==> src/rtl/pattern_scheduler.sv <==
`default_nettype none
// ============================================================================
//  Module      : pattern_scheduler
//  Description : Sequences the VGA pattern generators so that exactly one of
//                them is enabled at a time. It advances on a frame-count
//                timeout (auto mode) or on a user button, and inserts a
//                blanked interval between patterns. It also owns the shared
//                animation step_size, which the speed buttons adjust.
//  Ports       : clk            - pixel clock
//                rst            - asynchronous, active-high reset
//                next_frame     - 1-cycle pulse once per frame
//                auto_mode      - 1 = advance after HOLD_FRAMES frames
//                btn_next       - level; rising edge advances the pattern
//                btn_up         - level; rising edge raises step_size
//                btn_down       - level; rising edge lowers step_size
//                pattern_sel    - index of the current pattern
//                pattern_enable - one-hot of pattern_sel, zero while blanking
//                blank          - 1 = downstream forces rgb to 0
//                step_size      - shared animation step (8.4 fixed point)
//  Revision    : 1.0 - initial release
// ============================================================================
module pattern_scheduler #(
    parameter int NUM_PATTERNS = 4,
    parameter int HOLD_FRAMES  = 600,
    parameter int BLANK_FRAMES = 8,
    parameter int STEP_DEFAULT = 16,
    parameter int STEP_INC     = 4,
    parameter int STEP_MIN     = 1,
    localparam int SELW        = $clog2(NUM_PATTERNS)
) (
    input  logic                    clk,
    input  logic                    rst,
    input  logic                    next_frame,
    input  logic                    auto_mode,
    input  logic                    btn_next,
    input  logic                    btn_up,
    input  logic                    btn_down,
    output logic [SELW-1:0]         pattern_sel,
    output logic [NUM_PATTERNS-1:0] pattern_enable,
    output logic                    blank,
    output logic [11:0]             step_size
);

    localparam int c_hold_w  = $clog2(HOLD_FRAMES + 1);
    localparam int c_blank_w = $clog2(BLANK_FRAMES + 1);

    localparam logic [c_hold_w-1:0]     c_hold_last  = c_hold_w'(HOLD_FRAMES - 1);
    localparam logic [c_blank_w-1:0]    c_blank_last = c_blank_w'(BLANK_FRAMES - 1);
    localparam logic [SELW-1:0]         c_sel_last   = SELW'(NUM_PATTERNS - 1);
    localparam logic [NUM_PATTERNS-1:0] c_en_first   = NUM_PATTERNS'(1);
    localparam logic [11:0]             c_step_def   = 12'(STEP_DEFAULT);
    localparam logic [11:0]             c_step_min   = 12'(STEP_MIN);
    localparam logic [12:0]             c_step_inc   = 13'(STEP_INC);
    // Below this value a decrement would land under STEP_MIN.
    localparam logic [12:0]             c_step_floor = 13'(STEP_MIN + STEP_INC);

    localparam logic [0:0] c_st_show  = 1'b0;
    localparam logic [0:0] c_st_blank = 1'b1;

    logic [0:0]              r_state;
    logic [SELW-1:0]         r_sel;
    logic [NUM_PATTERNS-1:0] r_enable;
    logic                    r_blank;
    logic [11:0]             r_step;
    logic [c_hold_w-1:0]     r_hold_cnt;
    logic [c_blank_w-1:0]    r_blank_cnt;
    logic                    r_next_prev;
    logic                    r_up_prev;
    logic                    r_down_prev;

    logic                    w_next_press;
    logic                    w_up_press;
    logic                    w_down_press;
    logic                    w_timeout;
    logic [SELW-1:0]         w_sel_adv;
    logic [12:0]             w_step_up;
    logic [12:0]             w_step_dn;
    logic [11:0]             w_step_next;

    assign w_next_press = btn_next & ~r_next_prev;
    assign w_up_press   = btn_up   & ~r_up_prev;
    assign w_down_press = btn_down & ~r_down_prev;
    assign w_timeout    = auto_mode & next_frame & (r_hold_cnt == c_hold_last);
    assign w_sel_adv    = (r_sel == c_sel_last) ? '0 : r_sel + 1'b1;

    // Step arithmetic is done one bit wider so the upward carry is visible
    // for saturation at 4095.
    always_comb begin
        w_step_up   = {1'b0, r_step} + c_step_inc;
        w_step_dn   = {1'b0, r_step} - c_step_inc;
        w_step_next = r_step;
        if (w_up_press && !w_down_press) begin
            w_step_next = w_step_up[12] ? 12'd4095 : w_step_up[11:0];
        end else if (w_down_press && !w_up_press) begin
            w_step_next = ({1'b0, r_step} < c_step_floor) ? c_step_min : w_step_dn[11:0];
        end
    end

    always_ff @(posedge clk or posedge rst) begin
        if (rst) begin
            r_state     <= c_st_show;
            r_sel       <= '0;
            r_enable    <= c_en_first;
            r_blank     <= 1'b0;
            r_step      <= c_step_def;
            r_hold_cnt  <= '0;
            r_blank_cnt <= '0;
            // History starts high so a button held through reset is not a press.
            r_next_prev <= 1'b1;
            r_up_prev   <= 1'b1;
            r_down_prev <= 1'b1;
        end else begin
            r_next_prev <= btn_next;
            r_up_prev   <= btn_up;
            r_down_prev <= btn_down;
            r_step      <= w_step_next;

            case (r_state)
                c_st_show: begin
                    if (w_next_press || w_timeout) begin
                        r_state     <= c_st_blank;
                        r_blank     <= 1'b1;
                        r_enable    <= '0;
                        r_blank_cnt <= '0;
                    end else if (auto_mode && next_frame) begin
                        r_hold_cnt <= r_hold_cnt + 1'b1;
                    end
                end
                default: begin
                    // btn_next is deliberately not looked at here.
                    if (next_frame) begin
                        if (r_blank_cnt == c_blank_last) begin
                            r_state    <= c_st_show;
                            r_sel      <= w_sel_adv;
                            r_enable   <= c_en_first << w_sel_adv;
                            r_blank    <= 1'b0;
                            r_hold_cnt <= '0;
                        end else begin
                            r_blank_cnt <= r_blank_cnt + 1'b1;
                        end
                    end
                end
            endcase
        end
    end

    assign pattern_sel    = r_sel;
    assign pattern_enable = r_enable;
    assign blank          = r_blank;
    assign step_size      = r_step;

endmodule
`default_nettype wire
==> config.mk <==
export PLATFORM = sky130hd
export DESIGN_NAME = pattern_scheduler
export DESIGN_NICKNAME = d
export VERILOG_FILES = /design/src/rtl/pattern_scheduler.sv
export SDC_FILE = /design/constraint.sdc
export NUM_CORES = 1
export LEC_CHECK = 0
export ABC_CLOCK_PERIOD_IN_PS = 2000
export CORE_AREA = 2 2 71 73
export DETAILED_ROUTE_END_ITERATION = 7
export DIE_AREA = 0 0 73 75
export PLACE_DENSITY = 0.74
export RECOVER_POWER = 100
export SLEW_MARGIN = 40
export SYNTH_ARGS = -nofsm -noshare
export SYNTH_HDL_FRONTEND = slang
export SYNTH_SLANG_ARGS = --single-unit
==> constraint.sdc <==
create_clock -name clk -period 2 [get_ports clk]
set_clock_uncertainty 0.1 [all_clocks]
set_input_delay 0.3 -clock clk [delete_from_list [all_inputs] [get_ports clk]]
set_output_delay 0.3 -clock clk [all_outputs]
set_load 0.05 [all_outputs]
==> metrics.md <==
| Metric | Value |
|---|---|
| Status | completed |
| Post-synth cell types | 52 |
| Total global-route track usage | 0.232 |
| Max clock buf depth | 2 |
| Wire length of the first global-routing pass | 9820 um |
| Sequential cell area | 937 um^2 |
| Vias per cell | 5.97 |
| Async SR Flop Fraction | 1.00 |
| Post-synth EDFFs | 0 |
| GRT overflow | 0 |
| Post-Syn Nets | 272 |
| DRT Pass-1 Iters | 5 |
| Worst-Margin Slew | 720 ps |
| Synthesized area per cell | 8.98 um^2 |
| Core Region | 4660 um^2 |
| Setup TNS | 0 ps |
| Crit Path Max Fanout | 4 |
| Final worst setup slack | 13.3 ps |
| Post-Synthesis Cells | 255 |
| Inserted Clock Buffers | 5 |
| Initial core utilization | 0.492 |
| DRT Wirelength | 5750 um |
| Via count | 2190 |
| Peak supply drop | 751 uV |
| GP Congestion | 0.864 |
| Top_reg_cell synth | dfrtp_1 |
| Final Hold Fails | 0 |
| Pin count of the biggest net entering global routing | 30 |
| Critical path capture point type | register |
| Port Buffer Count | 25 |
| Initial antenna violation count | 0 |
| Max-Cap Viols | 0 |
| HP Class | in -> async |
| CTS clk-pin slew, worst paths | 90 ps |
| Power Density | 1240 nW/um^2 |
| Number of fill cells | 381 |
| Detail Placement HPWL | 4210 um |
| Static leakage | 1.22 nW |
| Ant diodes | 0 |
| WL/cell | 15.7 um |
| DR iter-0 viols | 210 |
| Fin. max-slew vios | 0 |
| Pre-CTS setup slack | -245 ps |
| Die Width | 73 um |
| Footprint of the multi-input gates | 1260 um^2 |
| Worst EP required | 2060 ps |
| Seq/Total Area, Yosys | 0.407 |
| CTS tree | done |
| Layout cells sized above 1 | 0.214 |
| Layout net count | 329 |
| Synth warn | 0 |
| Worst-Skew Late Latency | 290 ps |
| WS Path Type | reg -> reg |
| Setup crit start kind | register |
| FMAX | 503 MHz |
| Finished Core Util | 0.624 |
| Antenna-violating nets left | 0 |
| Vias in the first global route | 2062 |
| Min Tclk post-route | 1990 ps |
| Cts hold-fix bufs | 0 |
| Worst EP arrival | 2040 ps |
| H-tree depth | 2 |
| Yosys reg bits | 37 |
| Tcrit/Tclk final | 0.993 |
| Clk sinks | 37 |
| Syn Std Cell Area | 2290 um^2 |
| Ports | 26 |
| RSZ-0062 raised after global routing | yes |
| Worst slew margin | 0.520 |
| Site Rows | 25 |
| Drt drc | 0 |
| Die height | 75 um |
| Root buffer cell | clkbuf_8 |
| Endpoints failing setup | 0 |
| Die area | 5480 um^2 |
| Area Growth Syn to Fin | 27.0% |
## stage by stage
stage               instances  power (mW)  hold WS, ps  instance area, um^2
finish                    367        3.62          293                 2910
CTS                       366        3.66          191                 2940
detailed placement        358        3.09          373                 2840
global route              367        3.87          303                 2910
global placement          358        3.05          364                 2840
floorplan                 255        2.43          204                 2300
## cell usage after synthesis, types with 5 or more instances
cell type	instances	area share
clkbuf_1	13	0.021
ha_1	10	0.055
or4_1	6	0.020
dfrtp_1	32	0.35
dfstp_2	5	0.057
nor4_1	5	0.014
o21ai_0	14	0.031
o31ai_1	5	0.016
inv_1	14	0.023
nand3_1	10	0.022
a21oi_1	11	0.024
nor3_1	13	0.028
mux2i_1	5	0.022
nand2_1	29	0.048
nor2_1	11	0.018
## path summary, 6_finish.rpt
kind,startpoint,endpoint,slack (ps),depth (start not counted)
max in group asynchronous,rst,step_size[2]$_DFFE_PP0P_,450,3
min,rst,r_hold_cnt[5]$_DFFE_PP0P_,290,2
max reg2reg,step_size[2]$_DFFE_PP0P_,step_size[11]$_DFFE_PP0P_,10,4
max,step_size[2]$_DFFE_PP0P_,step_size[11]$_DFFE_PP0P_,10,4
min in group clk,btn_up,r_up_prev$_DFF_PP1_,330,1
min reg2reg,pattern_enable[0]$_DFFE_PP1P_,pattern_enable[0]$_DFFE_PP1P_,390,2
## registers in the layout, indices dropped and copies added, names as in the netlist
signal	flops
blank	1
r_hold_cnt	10
r_up_prev	1
pattern_enable	4
step_size	12
r_down_prev	1
r_state	1
r_blank_cnt	4
r_next_prev	1
pattern_sel	2
## report_power, final
group	internal, mW	switching, mW
Sequential	0.976	0.214
Combinational	0.694	1.18
Clock	0.252	0.304
Total	1.92	1.70
## worst max-delay path, cell delays in order, from the launching register on
cell,delay [ps]
dfrtp_2,410
or4_4,560
or4b_4,500
mux2i_1,180
o211ai_1,110
## layout make-up
| class | count | share of cell area |
|---|---|---|
| clock inverter | 3 | 0.00860 |
| clock buffer | 5 | 0.0237 |
| sequential | 37 | 0.322 |
| timing repair buffer | 66 | 0.172 |
| multi-input combinational | 188 | 0.432 |
| inverter | 14 | 0.0181 |
| tap | 54 | 0.0232 |
## repair_timing
item                                    CTS  global route
endpoints found under the hold margin     0             0
endpoints found under the setup margin    0            11
buffers inserted                          0             1
resized for setup                         0             7
## logic make-up after synthesis
group           synth area share
fa+ha+maj                 0.0546
xor+xnor                  0.0191
mux                       0.0218
buf+inv                   0.0524
simple gates               0.245
flops                      0.407
compound gates             0.200
## layout by cell type (no fill, tap or decap), drive strengths merged, types with 4 or more instances in the layout
cell type      netlist  routed
nand2               29      29
mux2i                5       5
o211ai               4       4
nor2                11      11
or4b                 4       4
a21oi               11      11
inv                 14      15
o21bai               4       4
dfstp                5       5
or4                  7       7
ha                  10      10
o21ai               14      14
o31ai                5       5
nand4                4       4
buf                  3      38
nor3                13      13
nor4                 5       5
clkdlybuf4s50        0      12
nand3b               4       4
nand3               10      10
dfrtp               32      32
clkbuf              13      19
## routing by layer
layer  track usage  vias to the layer above  part of all wire
met1         0.350                     1043              0.48
li1              -                     1063                 -
met2         0.339                       79              0.46
met5             0                        -                 0
met3        0.0469                        5             0.050
met4        0.0638                        0            0.0075
(Power assumes the default switching activity.)
==> edit 1: new RTL, config.mk and constraints unchanged <==
Register the output `step_size` once more, cleared by the reset; this adds one clock of latency there. The other outputs are not delayed to match.
--- a/src/rtl/pattern_scheduler.sv
+++ b/src/rtl/pattern_scheduler.sv
@@ -148,5 +148,11 @@
     assign pattern_enable = r_enable;
     assign blank          = r_blank;
-    assign step_size      = r_step;
+    always_ff @(posedge clk or posedge rst) begin
+        if (rst) begin
+            step_size <= '0;
+        end else begin
+            step_size <= r_step;
+        end
+    end
 
 endmodule
Formal check against the unedited RTL: not equivalent (a bounded check fails within 4 cycles, from zero or initial values and one cycle with rst high).
==> edit 1 against the original RTL <==
Wire length up 3.7%. Area after synthesis rose by 9.0%. Sequential power up 28%. Sequential cell count rose by 12. Largest power group unchanged. Final area is 19% higher. Cell count grew 7.9%. Total power increased by 19%. Maximum frequency up 0.37%. Setup slack improved by 0.0072 ns. Critical endpoint is now r_hold_cnt[4]$_DFFE_PP0P_. Worst hold slack gained 0.024 ns.
==> edit 1: results (changes against the original RTL) <==
{| class="wikitable"
! Metric !! Value
|-
| PD cells || 1240 nW/µm² (about the same)
|-
| Largest net degree at the start of global routing || 50 (was 30)
|-
| Non-filler cells in the finished layout || 396 (was 367)
|-
| Number of instances in the placed design || 382 (was 358)
|-
| Highest cell delay on the worst timing path || 0.41 ns (was 0.56 ns)
|-
| Number of filler instances in the final layout || 338 (was 381)
|-
| Share of layout cells above drive strength 1 || 29.5% (was 21.4%)
|-
| Result of the run || completed (unchanged)
|-
| Class of the tightest hold or removal check || in2reg (was in2async)
|-
| Seq/Total Area, Yosys || 49.4% (was 40.7%)
|-
| Drt initial violations || 128 (was 210)
|-
| Via count of the first global-routing pass || 2098 (was 2062)
|-
| Drt pass-1 iters || 4 (was 5)
|-
| Inverters excl. clock || 10 (was 14)
|-
| Power dissipated in the clock network || 0.841 mW (was 0.556 mW)
|-
| Arrival time of data at the critical path endpoint || 2.08 ns (was 2.04 ns)
|-
| Number of register bits inferred by synthesis || 49 (was 37)
|-
| Slowest stage cell on the critical path || sky130_fd_sc_hd__dfrtp_1 (was sky130_fd_sc_hd__or4_4)
|-
| Multi-input gate share of the layout cell area || 35.6% (was 43.2%)
|-
| Unique cell type count in the Yosys netlist || 57 (was 52)
|-
| Number of instances in the synthesized netlist || 251 (was 255)
|-
| Total nets after synthesis || 268 (was 272)
|-
| Bufs w/o clock || 93 (was 66)
|-
| Overall Global Routing Usage || 22.4% (was 23.2%)
|-
| Pin slew with the least headroom to its limit || 1.19 ns (was 0.720 ns)
|}
-- edit 1: cell families (layout without fill, tap and decap cells) --
logic type / after synthesis / count (layout) / synth area share (%)
flip-flops: 49 / 49 / 49.4
buffers and inverters: 20 / 111 / 3.56
AND/OR/NAND/NOR: 96 / 96 / 21.2
XOR/XNOR: 6 / 6 / 2.11
adder cells (fa/ha/maj): 10 / 10 / 5.01
AO/OA/AOI/OAI: 68 / 68 / 17.9
multiplexers: 2 / 2 / 0.852
-- edit 1: repair_timing --
item,in CTS,in global routing
hold buffers,0,0
gates resized for setup,4,14
setup endpoints to repair,4,13
pin swaps,1,10
endpoints found under the hold margin,0,0
setup buffers,0,6
-- edit 1: path summary, 6_finish.rpt --
path	cells after the start	slack (ns)	endpoint	startpoint
max	8	0.02	r_hold_cnt[4]$_DFFE_PP0P_	r_blank_cnt[0]$_DFFE_PP0P_
min	1	0.32	r_next_prev$_DFF_PP1_	btn_next
max reg2reg	8	0.02	r_hold_cnt[4]$_DFFE_PP0P_	r_blank_cnt[0]$_DFFE_PP0P_
min reg2reg	0	0.32	step_size[1]$_DFF_PP0_	r_step[1]$_DFFE_PP0P_
max in group asynchronous	3	0.43	r_step[3]$_DFFE_PP0P_	rst
min in group asynchronous	3	0.59	r_step[10]$_DFFE_PP0P_	rst
-- edit 1: layer usage --
metal  track usage [%]  part of all wire (%)
met1              27.7                    42
met2              37.4                    50
met3              5.09                   4.7
met4              10.7                   3.3
met5                 0                     0
-- edit 1: worst reg2reg max path: cells and delay by family, from the launching register on --
family | cells | cell delay [ns]
buffers and inverters | 2 | 0.32
AND/OR/NAND/NOR | 3 | 0.53
XOR/XNOR | 1 | 0.06
flip-flops | 1 | 0.41
AO/OA/AOI/OAI | 1 | 0.24
adder cells (fa/ha/maj) | 1 | 0.22
==> edit 2: new RTL, config.mk and constraints unchanged <==
Made on the original files. The parameter `BLANK_FRAMES` goes from 8 to 16.
--- a/src/rtl/pattern_scheduler.sv
+++ b/src/rtl/pattern_scheduler.sv
@@ -23,5 +23,5 @@
     parameter int NUM_PATTERNS = 4,
     parameter int HOLD_FRAMES  = 600,
-    parameter int BLANK_FRAMES = 8,
+    parameter int BLANK_FRAMES = 16,
     parameter int STEP_DEFAULT = 16,
     parameter int STEP_INC     = 4,
Behaviour: no difference found for any inputs over 10 cycles, from zero or initial values and one cycle with rst high; that may be too few to reach the edited logic, so the function may still have changed.
==> edit 2 against the original RTL <==
The run now ends with setup timing left. Total power increased by 10%. Sequential cell count increased by 1. Setup slack got worse by 0.11 ns. Final area increased by 5.5%. Area after synthesis decreased by 0.22%. Clock power increased by 42%. Wire length decreased by 0.80%.
==> edit 2: results (changes against the original RTL) <==
{| class="wikitable"
! Metric !! Value
|-
| Largest net degree at the start of global routing || 39 (was 30)
|-
| Slowest stage cell on the critical path || sky130_fd_sc_hd__or4b_4 (was sky130_fd_sc_hd__or4_4)
|-
| Maximum fanout along the worst path || 5 (was 4)
|-
| Switching part of the total || 42.6% (was 46.9%)
|-
| Total nets after synthesis || 270 (was 272)
|-
| Class of the tightest hold or removal check || reg2reg (was in2async)
|-
| Worst slack at placement || -0.192 ns (was -0.245 ns)
|-
| Routed via count || 2230 (was 2190)
|-
| Arrival time of data at the critical path endpoint || 2.17 ns (was 2.04 ns)
|-
| Routability cong. || 0.881 (was 0.864)
|-
| Number of nets in the layout || 339 (was 329)
|-
| Xor-xnor portion of the synthesized cell area || 2.30% (was 1.91%)
|-
| Static leakage power || 1.32 nW (was 1.22 nW)
|-
| Average cell area after synthesis || 9.07 µm² (was 8.98 µm²)
|-
| Max VDD drop || 702 µV (was 751 µV)
|-
| Number of instances in the placed design || 359 (was 358)
|-
| Estimated wirelength of the detail-placed design || 4080 µm (was 4210 µm)
|-
| Synthesized-area fraction occupied by ao, oa, aoi and oai cells || 17.5% (was 20.0%)
|-
| Result of the run || finished with violations (was completed)
|-
| PnR worst setup slack || -0.0944 ns (was 0.0133 ns)
|-
| Share of cell area taken by muxes after synthesis || 3.56% (was 2.18%)
|-
| Commonest cells in the synthesized netlist || sky130_fd_sc_hd__dfrtp_1 (33), sky130_fd_sc_hd__nor2_1 (26), sky130_fd_sc_hd__nand2_1 (20) (was sky130_fd_sc_hd__dfrtp_1 (32), sky130_fd_sc_hd__nand2_1 (29), sky130_fd_sc_hd__inv_1 (14), sky130_fd_sc_hd__o21ai_0 (14))
|-
| Metal2 WL || 2770 µm (was 2630 µm)
|-
| Violations in the final reports || setup timing
|-
| Top area cells in the synthesized netlist || sky130_fd_sc_hd__dfrtp_1 (36%), sky130_fd_sc_hd__ha_1 (6.0%), sky130_fd_sc_hd__dfstp_2 (5.7%), sky130_fd_sc_hd__nor2_1 (4.3%), sky130_fd_sc_hd__nand2_1 (3.3%) (was sky130_fd_sc_hd__dfrtp_1 (35%), sky130_fd_sc_hd__dfstp_2 (5.7%), sky130_fd_sc_hd__ha_1 (5.5%), sky130_fd_sc_hd__nand2_1 (4.8%), sky130_fd_sc_hd__o21ai_0 (3.1%))
|-
| Routed wire per std cell || 15.2 µm (was 15.7 µm)
|-
| Worst slew margin relative to its limit || 37.9% (was 52.0%)
|-
| Finish-stage setup viols || 6 (was 0)
|-
| Non-filler cells in the finished layout || 376 (was 367)
|-
| Share of layout cells above drive strength 1 || 25.5% (was 21.4%)
|}
-- edit 2: cell types whose count changed after synthesis, sizes merged, moves of 5 or more --
| cell | before | now |
|---|---|---|
| nor2 | 11 | 26 |
| nor3 | 13 | 7 |
| nand2 | 29 | 20 |
| or4 | 7 | 1 |
| inv | 14 | 9 |
-- edit 2: worst paths after layout --
check | startpoint | end | slack (ns) | depth (start not counted)
setup / recovery | r_hold_cnt[8]$_DFFE_PP0P_ | r_hold_cnt[5]$_DFFE_PP0P_ | -0.09 | 5
hold / removal | blank$_DFFE_PP0P_ | blank$_DFFE_PP0P_ | 0.38 | 1
setup reg to reg | r_hold_cnt[8]$_DFFE_PP0P_ | r_hold_cnt[5]$_DFFE_PP0P_ | -0.09 | 5
hold reg to reg | blank$_DFFE_PP0P_ | blank$_DFFE_PP0P_ | 0.38 | 1
max in group asynchronous | rst | step_size[5]$_DFFE_PP0P_ | 0.53 | 3
min in group asynchronous | rst | r_hold_cnt[0]$_DFFE_PP0P_ | 0.62 | 3
-- edit 2: repair_timing --
action | in CTS | in global routing
setup endpoints to repair | 6 | 22
buffers inserted | 1 | 7
gates cloned | 1 | 0
resized for setup | 3 | 11
pin swaps | 0 | 5
-- edit 2: cell type report --
class	count	area (µm²)	area share [%]
Tap cell	54	67.6	2.20
Multi-Input combinational cell	194	1310	42.8
Clock buffer	5	68.8	2.24
Clock inverter	3	68.8	2.24
Sequential cell	38	961	31.3
Timing Repair Buffer	72	553	18.0
Inverter	10	37.5	1.22
-- edit 2: kinds of logic (layout without fill, tap and decap cells) --
logic type,count (synthesis),after routing
AND/OR/NAND/NOR,108,109
AO/OA/AOI/OAI,60,60
flip-flops,38,38
buffers and inverters,21,90
adder cells (fa/ha/maj),11,11
multiplexers,8,8
XOR/XNOR,6,6
-- edit 2: power by group through the flow --
stage	combinational, mW	sequential, mW	clock [mW]
global placement	1.74	1.32	0
global route	2.05	1.34	0.842
detailed placement	1.77	1.32	0
CTS	1.80	1.31	0.807
floorplan	0.735	1.72	0
finish	1.89	1.30	0.790
-- edit 2: per-layer routing --
layer / track usage [%] / vias to the layer above
met5: 0 / -
met4: 9.05 / 0
met3: 5.76 / 10
met2: 35.8 / 64
met1: 29.3 / 1088
li1: - / 1068
-- edit 2: through the flow --
step                      hold slack (ns)  setup TNS, ns
after CTS                           0.323         -0.254
after global routing                0.409          -1.11
after floorplan                     0.204         -0.288
final                               0.382         -0.325
after detailed placement            0.371          -1.85
after global placement              0.362          -1.01
